### config.mk
export PLATFORM = sky130hd
export DESIGN_NAME = systolic_ctrl
export DESIGN_NICKNAME = d
export VERILOG_FILES = /design/src/rtl/systolic_ctrl.sv
export SDC_FILE = /design/constraint.sdc
export NUM_CORES = 1
export LEC_CHECK = 0
export CAP_MARGIN = 5
export CORE_ASPECT_RATIO = 1.1
export CORE_MARGIN = 2
export CORE_UTILIZATION = 30
export CTS_BUF_LIST = sky130_fd_sc_hd__clkbuf_2
export DETAILED_ROUTE_END_ITERATION = 10
export GPL_TIMING_DRIVEN = 0
export SYNTH_ARGS = -nofsm -noshare
export SYNTH_HDL_FRONTEND = slang
export SYNTH_SLANG_ARGS = --single-unit
### constraint.sdc
create_clock -name clk -period 6.03 [get_ports clk]
set_input_delay 1.206 -clock clk [delete_from_list [all_inputs] [get_ports clk]]
set_output_delay 1.206 -clock clk [all_outputs]
set_load 0.1 [all_outputs]
### src/rtl/systolic_ctrl.sv
// -----------------------------------------------------------------------------
// systolic_ctrl
//   Job sequencer for an N x N weight-stationary systolic array. For each job
//   it loads N weight rows into the array top, pulses a one-cycle weight
//   capture, streams k_len activation vectors into the left edge with a
//   per-row skew, and tracks when each column's bottom psum is valid.
//
// Ports
//   clk, rst            clock (rising edge) and async active-high reset
//   start, k_len        job request (seen in IDLE only) and vector count
//   busy, done          job in progress / one-cycle end-of-job pulse
//   wt_valid/wt_ready   weight-row handshake with the weight buffer
//   wt_data             incoming weight row, lane i = column i
//   weight_row          weight row driven into the array top
//   en_weight_pass      shift weights down one row this cycle
//   en_weight_capture   latch shifted weights into the PE weight registers
//   act_valid/act_ready activation-vector handshake with the act buffer
//   act_data            incoming activation vector, lane r = array row r
//   act_row_out         skewed activations into the array left edge
//   act_lane_en         per-row valid for act_row_out
//   out_valid           column c bottom psum_out holds a valid result
// -----------------------------------------------------------------------------
module systolic_ctrl #(
  parameter int N          = 4,
  parameter int DATA_WIDTH = 8,
  parameter int PE_LAT     = 3,
  parameter int K_W        = 16
) (
  input  logic                    clk,
  input  logic                    rst,
  input  logic                    start,
  input  logic [K_W-1:0]          k_len,
  output logic                    busy,
  output logic                    done,
  input  logic                    wt_valid,
  output logic                    wt_ready,
  input  logic [N*DATA_WIDTH-1:0] wt_data,
  output logic [N*DATA_WIDTH-1:0] weight_row,
  output logic                    en_weight_pass,
  output logic                    en_weight_capture,
  input  logic                    act_valid,
  output logic                    act_ready,
  input  logic [N*DATA_WIDTH-1:0] act_data,
  output logic [N*DATA_WIDTH-1:0] act_row_out,
  output logic [N-1:0]            act_lane_en,
  output logic [N-1:0]            out_valid
);

  // Column c result appears OV_BASE + c cycles after its vector is issued;
  // the last column sets both the valid delay-line depth and the drain time.
  localparam int OV_BASE   = N * PE_LAT;
  localparam int OV_DEPTH  = (N - 1) + OV_BASE;
  localparam int DRAIN_LEN = OV_DEPTH;
  localparam int DR_W      = $clog2(DRAIN_LEN + 1);
  localparam int WC_W      = (N > 1) ? $clog2(N) : 1;

  typedef enum logic [2:0] {
    IDLE,
    LOAD_W,
    CAPTURE,
    STREAM,
    DRAIN,
    DONE
  } state_t;

  state_t          state_q;
  logic [WC_W-1:0] wcnt_q;
  logic [K_W-1:0]  remain_q;
  logic [DR_W-1:0] drain_q;
  logic [OV_DEPTH:1] ov_q;

  logic wt_beat;
  logic issue;

  // Handshakes and strobes are decoded from the state register only, so
  // they are glitch-free and all drop to 0 the moment reset asserts.
  assign wt_ready          = (state_q == LOAD_W);
  assign act_ready         = (state_q == STREAM);
  assign en_weight_capture = (state_q == CAPTURE);
  assign done              = (state_q == DONE);
  assign busy              = (state_q != IDLE);

  assign wt_beat = wt_valid & wt_ready;
  assign issue   = act_valid & act_ready;

  // Weight rows pass straight through on an accepted beat so the array
  // shifts the row in the same cycle it is handed over.
  assign en_weight_pass = wt_beat;
  assign weight_row     = wt_beat ? wt_data : '0;

  // Job FSM. remain_q holds the vectors still to issue; because k_len == 0
  // skips STREAM, it is never zero inside STREAM, so act_ready needs no
  // separate count compare and a full-scale k_len cannot wrap.
  always_ff @(posedge clk or posedge rst) begin
    if (rst) begin
      state_q  <= IDLE;
      wcnt_q   <= '0;
      remain_q <= '0;
      drain_q  <= '0;
    end else begin
      case (state_q)
        IDLE: begin
          if (start) begin
            remain_q <= k_len;
            wcnt_q   <= '0;
            state_q  <= LOAD_W;
          end
        end
        LOAD_W: begin
          if (wt_beat) begin
            if (wcnt_q == WC_W'(N - 1)) begin
              state_q <= CAPTURE;
            end else begin
              wcnt_q <= wcnt_q + WC_W'(1);
            end
          end
        end
        CAPTURE: begin
          state_q <= (remain_q == '0) ? DONE : STREAM;
        end
        STREAM: begin
          if (issue) begin
            remain_q <= remain_q - K_W'(1);
            if (remain_q == K_W'(1)) begin
              drain_q <= DR_W'(DRAIN_LEN - 1);
              state_q <= DRAIN;
            end
          end
        end
        DRAIN: begin
          if (drain_q == '0) begin
            state_q <= DONE;
          end else begin
            drain_q <= drain_q - DR_W'(1);
          end
        end
        DONE: begin
          state_q <= IDLE;
        end
        default: begin
          state_q <= IDLE;
        end
      endcase
    end
  end

  // Per-row skew: row r sees its element r cycles after issue. Non-issue
  // cycles enter as zero-data bubbles so gaps travel with the wavefront.
  for (genvar r = 0; r < N; r++) begin : g_lane
    logic [DATA_WIDTH-1:0] lane_in;
    assign lane_in = issue ? act_data[r*DATA_WIDTH +: DATA_WIDTH] : '0;

    if (r == 0) begin : g_direct
      assign act_row_out[DATA_WIDTH-1:0] = lane_in;
      assign act_lane_en[0]              = issue;
    end else begin : g_delay
      logic [DATA_WIDTH-1:0] data_q [0:r-1];
      logic [r-1:0]          en_q;

      // Shift register of depth r carrying data and its valid together.
      always_ff @(posedge clk or posedge rst) begin
        if (rst) begin
          en_q <= '0;
          for (int d = 0; d < r; d++) begin
            data_q[d] <= '0;
          end
        end else begin
          en_q[0]   <= issue;
          data_q[0] <= lane_in;
          for (int d = 1; d < r; d++) begin
            en_q[d]   <= en_q[d-1];
            data_q[d] <= data_q[d-1];
          end
        end
      end

      assign act_row_out[r*DATA_WIDTH +: DATA_WIDTH] = data_q[r-1];
      assign act_lane_en[r]                          = en_q[r-1];
    end
  end

  // One shared delay line of issue flags; ov_q[d] is the issue flag from
  // d cycles ago, and each column taps its own depth.
  always_ff @(posedge clk or posedge rst) begin
    if (rst) begin
      ov_q <= '0;
    end else begin
      ov_q <= {ov_q[OV_DEPTH-1:1], issue};
    end
  end

  for (genvar c = 0; c < N; c++) begin : g_ov
    assign out_valid[c] = ov_q[c + OV_BASE];
  end

endmodule

==> impl_metrics.env <==
export IMPL_ant_nets=0
export IMPL_die_area_sq_mm=0.0141
export IMPL_clkSinkCount=88
export IMPL_synth_area_sq_mm=0.00396
export IMPL_synthesis_nets=452
export IMPL_crit_type="input port to primary output"
export IMPL_setup_viol=0
export IMPL_ys_ff_latch=88
export IMPL_crit_fanout=10
export IMPL_drc=0
export IMPL_synth_cells=362
export IMPL_dr_total_vias=3246
export IMPL_cts_made_buffers=9
export IMPL_min_period_ns=5.05
export IMPL_cts_tree="yes"
export IMPL_crit_required_ns=4.82
export IMPL_drt_first_pass_iters=4
export IMPL_cpMostUsedCell="clkdlybuf4s50_1"
export IMPL_end_kind="primary output"
export IMPL_grt_usage_pct=14.7
export IMPL_ir_drop_mv=0.130
export IMPL_place_congestion=0.771
export IMPL_place_ws_ns=0.928
export IMPL_setup_slack_ns=0.980
export IMPL_finalMaxSlewViolations=0
export IMPL_grt_max_degree=76
export IMPL_hold_viol=0
export IMPL_synth_xor_area_share_pct=0.221
export IMPL_ys_flop_type="dfrtp_1"
export IMPL_ys_seq_area_share_pct=55.7
export IMPL_grt_pass1_vias=3190
export IMPL_start_kind="input port"
export IMPL_ctsRootBufferMaster="clkbuf_2"
export IMPL_fp_dieW_microns=113
export IMPL_timing_fmax_mhz=198
export IMPL_overflow=0
export IMPL_synth_enable_flop_cells=0
export IMPL_power_w=0.00189
export IMPL_vias_per_cell=4.63
export IMPL_antenna_found_initial=0
export IMPL_numPortBuffers=161
export IMPL_num_io_pins=163
export IMPL_min_path_type="register to register"
export IMPL_drt_iter0_drc=145
export IMPL_clk_path_buf_depth=2
export IMPL_tightest_slew_ns=1.03
export IMPL_core_sq_mm=0.0130
export IMPL_finClkSkew_ns=0.0177
export IMPL_setup_tns_final_ns=0
export IMPL_yosysWarnings=0
export IMPL_synth_top_family_by_area="simple AND/OR/NAND/NOR gates"
export IMPL_max_cap_viol_count=0
export IMPL_antenna_cells=0
export IMPL_num_rows=44
export IMPL_leakage_nw=2.65
export IMPL_cp_slowest_cell="clkdlybuf4s50_1"
export IMPL_path_cells="clkdlybuf4s50_1 > nand2_1 > nor3_1 > clkbuf_1 > and2_1 > clkdlybuf4s50_1"
export IMPL_slew_limit_headroom_pct=31.1
export IMPL_areaGrowthSynthToFinish_pct=50.3
export IMPL_hpwlAfterDp_microns=7790
export IMPL_cts_hold_buf=0
export IMPL_synth_avg_cell_area_sq_um=10.9
export IMPL_synth_adder_area_share_pct=1.58
export IMPL_h_tree_depth=3
export IMPL_clkTransAtPathRegs_ns=0.25
export IMPL_wl_microns=10200
export IMPL_rsz0062_at_grt="false"
export IMPL_muxShareOfSynthArea_pct=0.823
export IMPL_async_flop_share_pct=100
export IMPL_status="finished, final reports clean"
export IMPL_chipHeight_microns=124
export IMPL_critPathArrivalTime_ns=3.84
export IMPL_layout_nets=625
export IMPL_powerDensity_mw_per_mm2=319
export IMPL_final_util_pct=45.6
export IMPL_period_share_pct=83.8
export IMPL_synth_compound_area_share_pct=10.9
export IMPL_clk_insertion_delay_late_ns=0.52
export IMPL_yosys_area_share_simple_pct=22.9
export IMPL_drive_gt1_share_pct=11.3
export IMPL_grt_pass1_wl_microns=16500
export IMPL_wl_per_cell_microns=14.6
export IMPL_initial_core_util_pct=30.3
export IMPL_ys_types=57
export IMPL_cts_setup_buffers=0
export IMPL_final_common_cell="clkdlybuf4s50_1"
export IMPL_slowest_delay_ns=1.14
export IMPL_cts_resized=0
export IMPL_final_cell_mix="161 x clkdlybuf4s50_1, 88 x dfrtp_1, 36 x and2_1, 32 x and3_1, 25 x buf_4"
## final timing paths
kind,from,slack [ns],depth (start not counted),to
worst min register to register,g_lane[3].g_delay.data_q[13],0.36,0,act_row_out[29]
worst max-delay path,wt_valid,0.98,6,weight_row[28]
max in group asynchronous,rst,4.50,3,drain_q[3]
worst min-delay path,g_lane[3].g_delay.data_q[13],0.36,0,act_row_out[29]
worst max register to register,state_q[0],4.07,7,remain_q[13]
min in group asynchronous,rst,0.91,2,g_lane[1].g_delay.data_q[1]
## synthesized netlist by cell type (all sizes together), types with 2 or more instances
cell type,n,share of area [%]
nor2b,3,0.47
nand3b,2,0.70
a21o,3,0.57
o31a,2,0.44
o22ai,7,1.1
nand2,21,2.0
and3,33,5.3
o21ai,16,2.0
buf,31,5.5
nand4,7,1.5
o211ai,3,0.57
a21oi,13,1.7
nor2,15,1.4
nand3,8,1.0
or3b,2,0.44
inv,11,1.0
nand2b,2,0.32
nor3,6,1.5
o311ai,2,0.44
ha,5,1.6
dfrtp,88,56
a32oi,2,0.44
a2bb2oi,8,1.8
nor4,2,0.70
clkbuf,14,1.3
and2,36,5.7
mux2,2,0.57
## sequential cells by signal (all words and copies together), names as in the netlist
name,cells
drain_q,4
act_row_out,16
g_lane.g_delay.data_q,32
remain_q,16
state_q,3
wcnt_q,2
ov_q,15
## power by group
part           switching [W]  internal [W]  total (W)
combinational       0.000494      0.000264   0.000759
sequential         0.0000877      0.000696   0.000783
clock               0.000209      0.000143   0.000352
total               0.000792       0.00110    0.00189
## worst max-delay path, delay by kind of cell
family                 cells  cell delay, ns
AND/OR/NAND/NOR            3            0.66
buffers and inverters      3            1.96
## per-stage QoR
stage	area, sq um	std cells	hold WS, ns
2_1_floorplan	3960	362	0.331
3_3_place_gp	5770	684	0.331
3_5_place_dp	5800	685	0.335
4_1_cts	5940	701	0.371
5_1_grt	5940	701	0.367
6_report	5940	701	0.360
## layout make-up
class	instances	area, sq um
fillers	1259	7100
flip-flops and latches	88	2200
repair buffers	162	1640
multi-input cells	218	1440
plain buffers	45	270
well taps	161	201
clock inverters	7	101
clock buffers	9	45.0
inverters	11	43.8
## per-layer routing
metal | vias up | global-route usage (%) | wire, microns
met5 | - | 0 | 0
met4 | 0 | 4.16 | 128
met3 | 11 | 2.97 | 432
met2 | 99 | 25.1 | 5220
met1 | 1556 | 18.7 | 4460
li1 | 1580 | - | -
## kinds of logic after synthesis
family / after synthesis
multiplexers: 3
AND/OR/NAND/NOR: 144
buffers and inverters: 56
AO/OA/AOI/OAI: 65
adder cells (fa/ha/maj): 5
XOR/XNOR: 1
flip-flops: 88
Power figures use the tool's default switching activity.
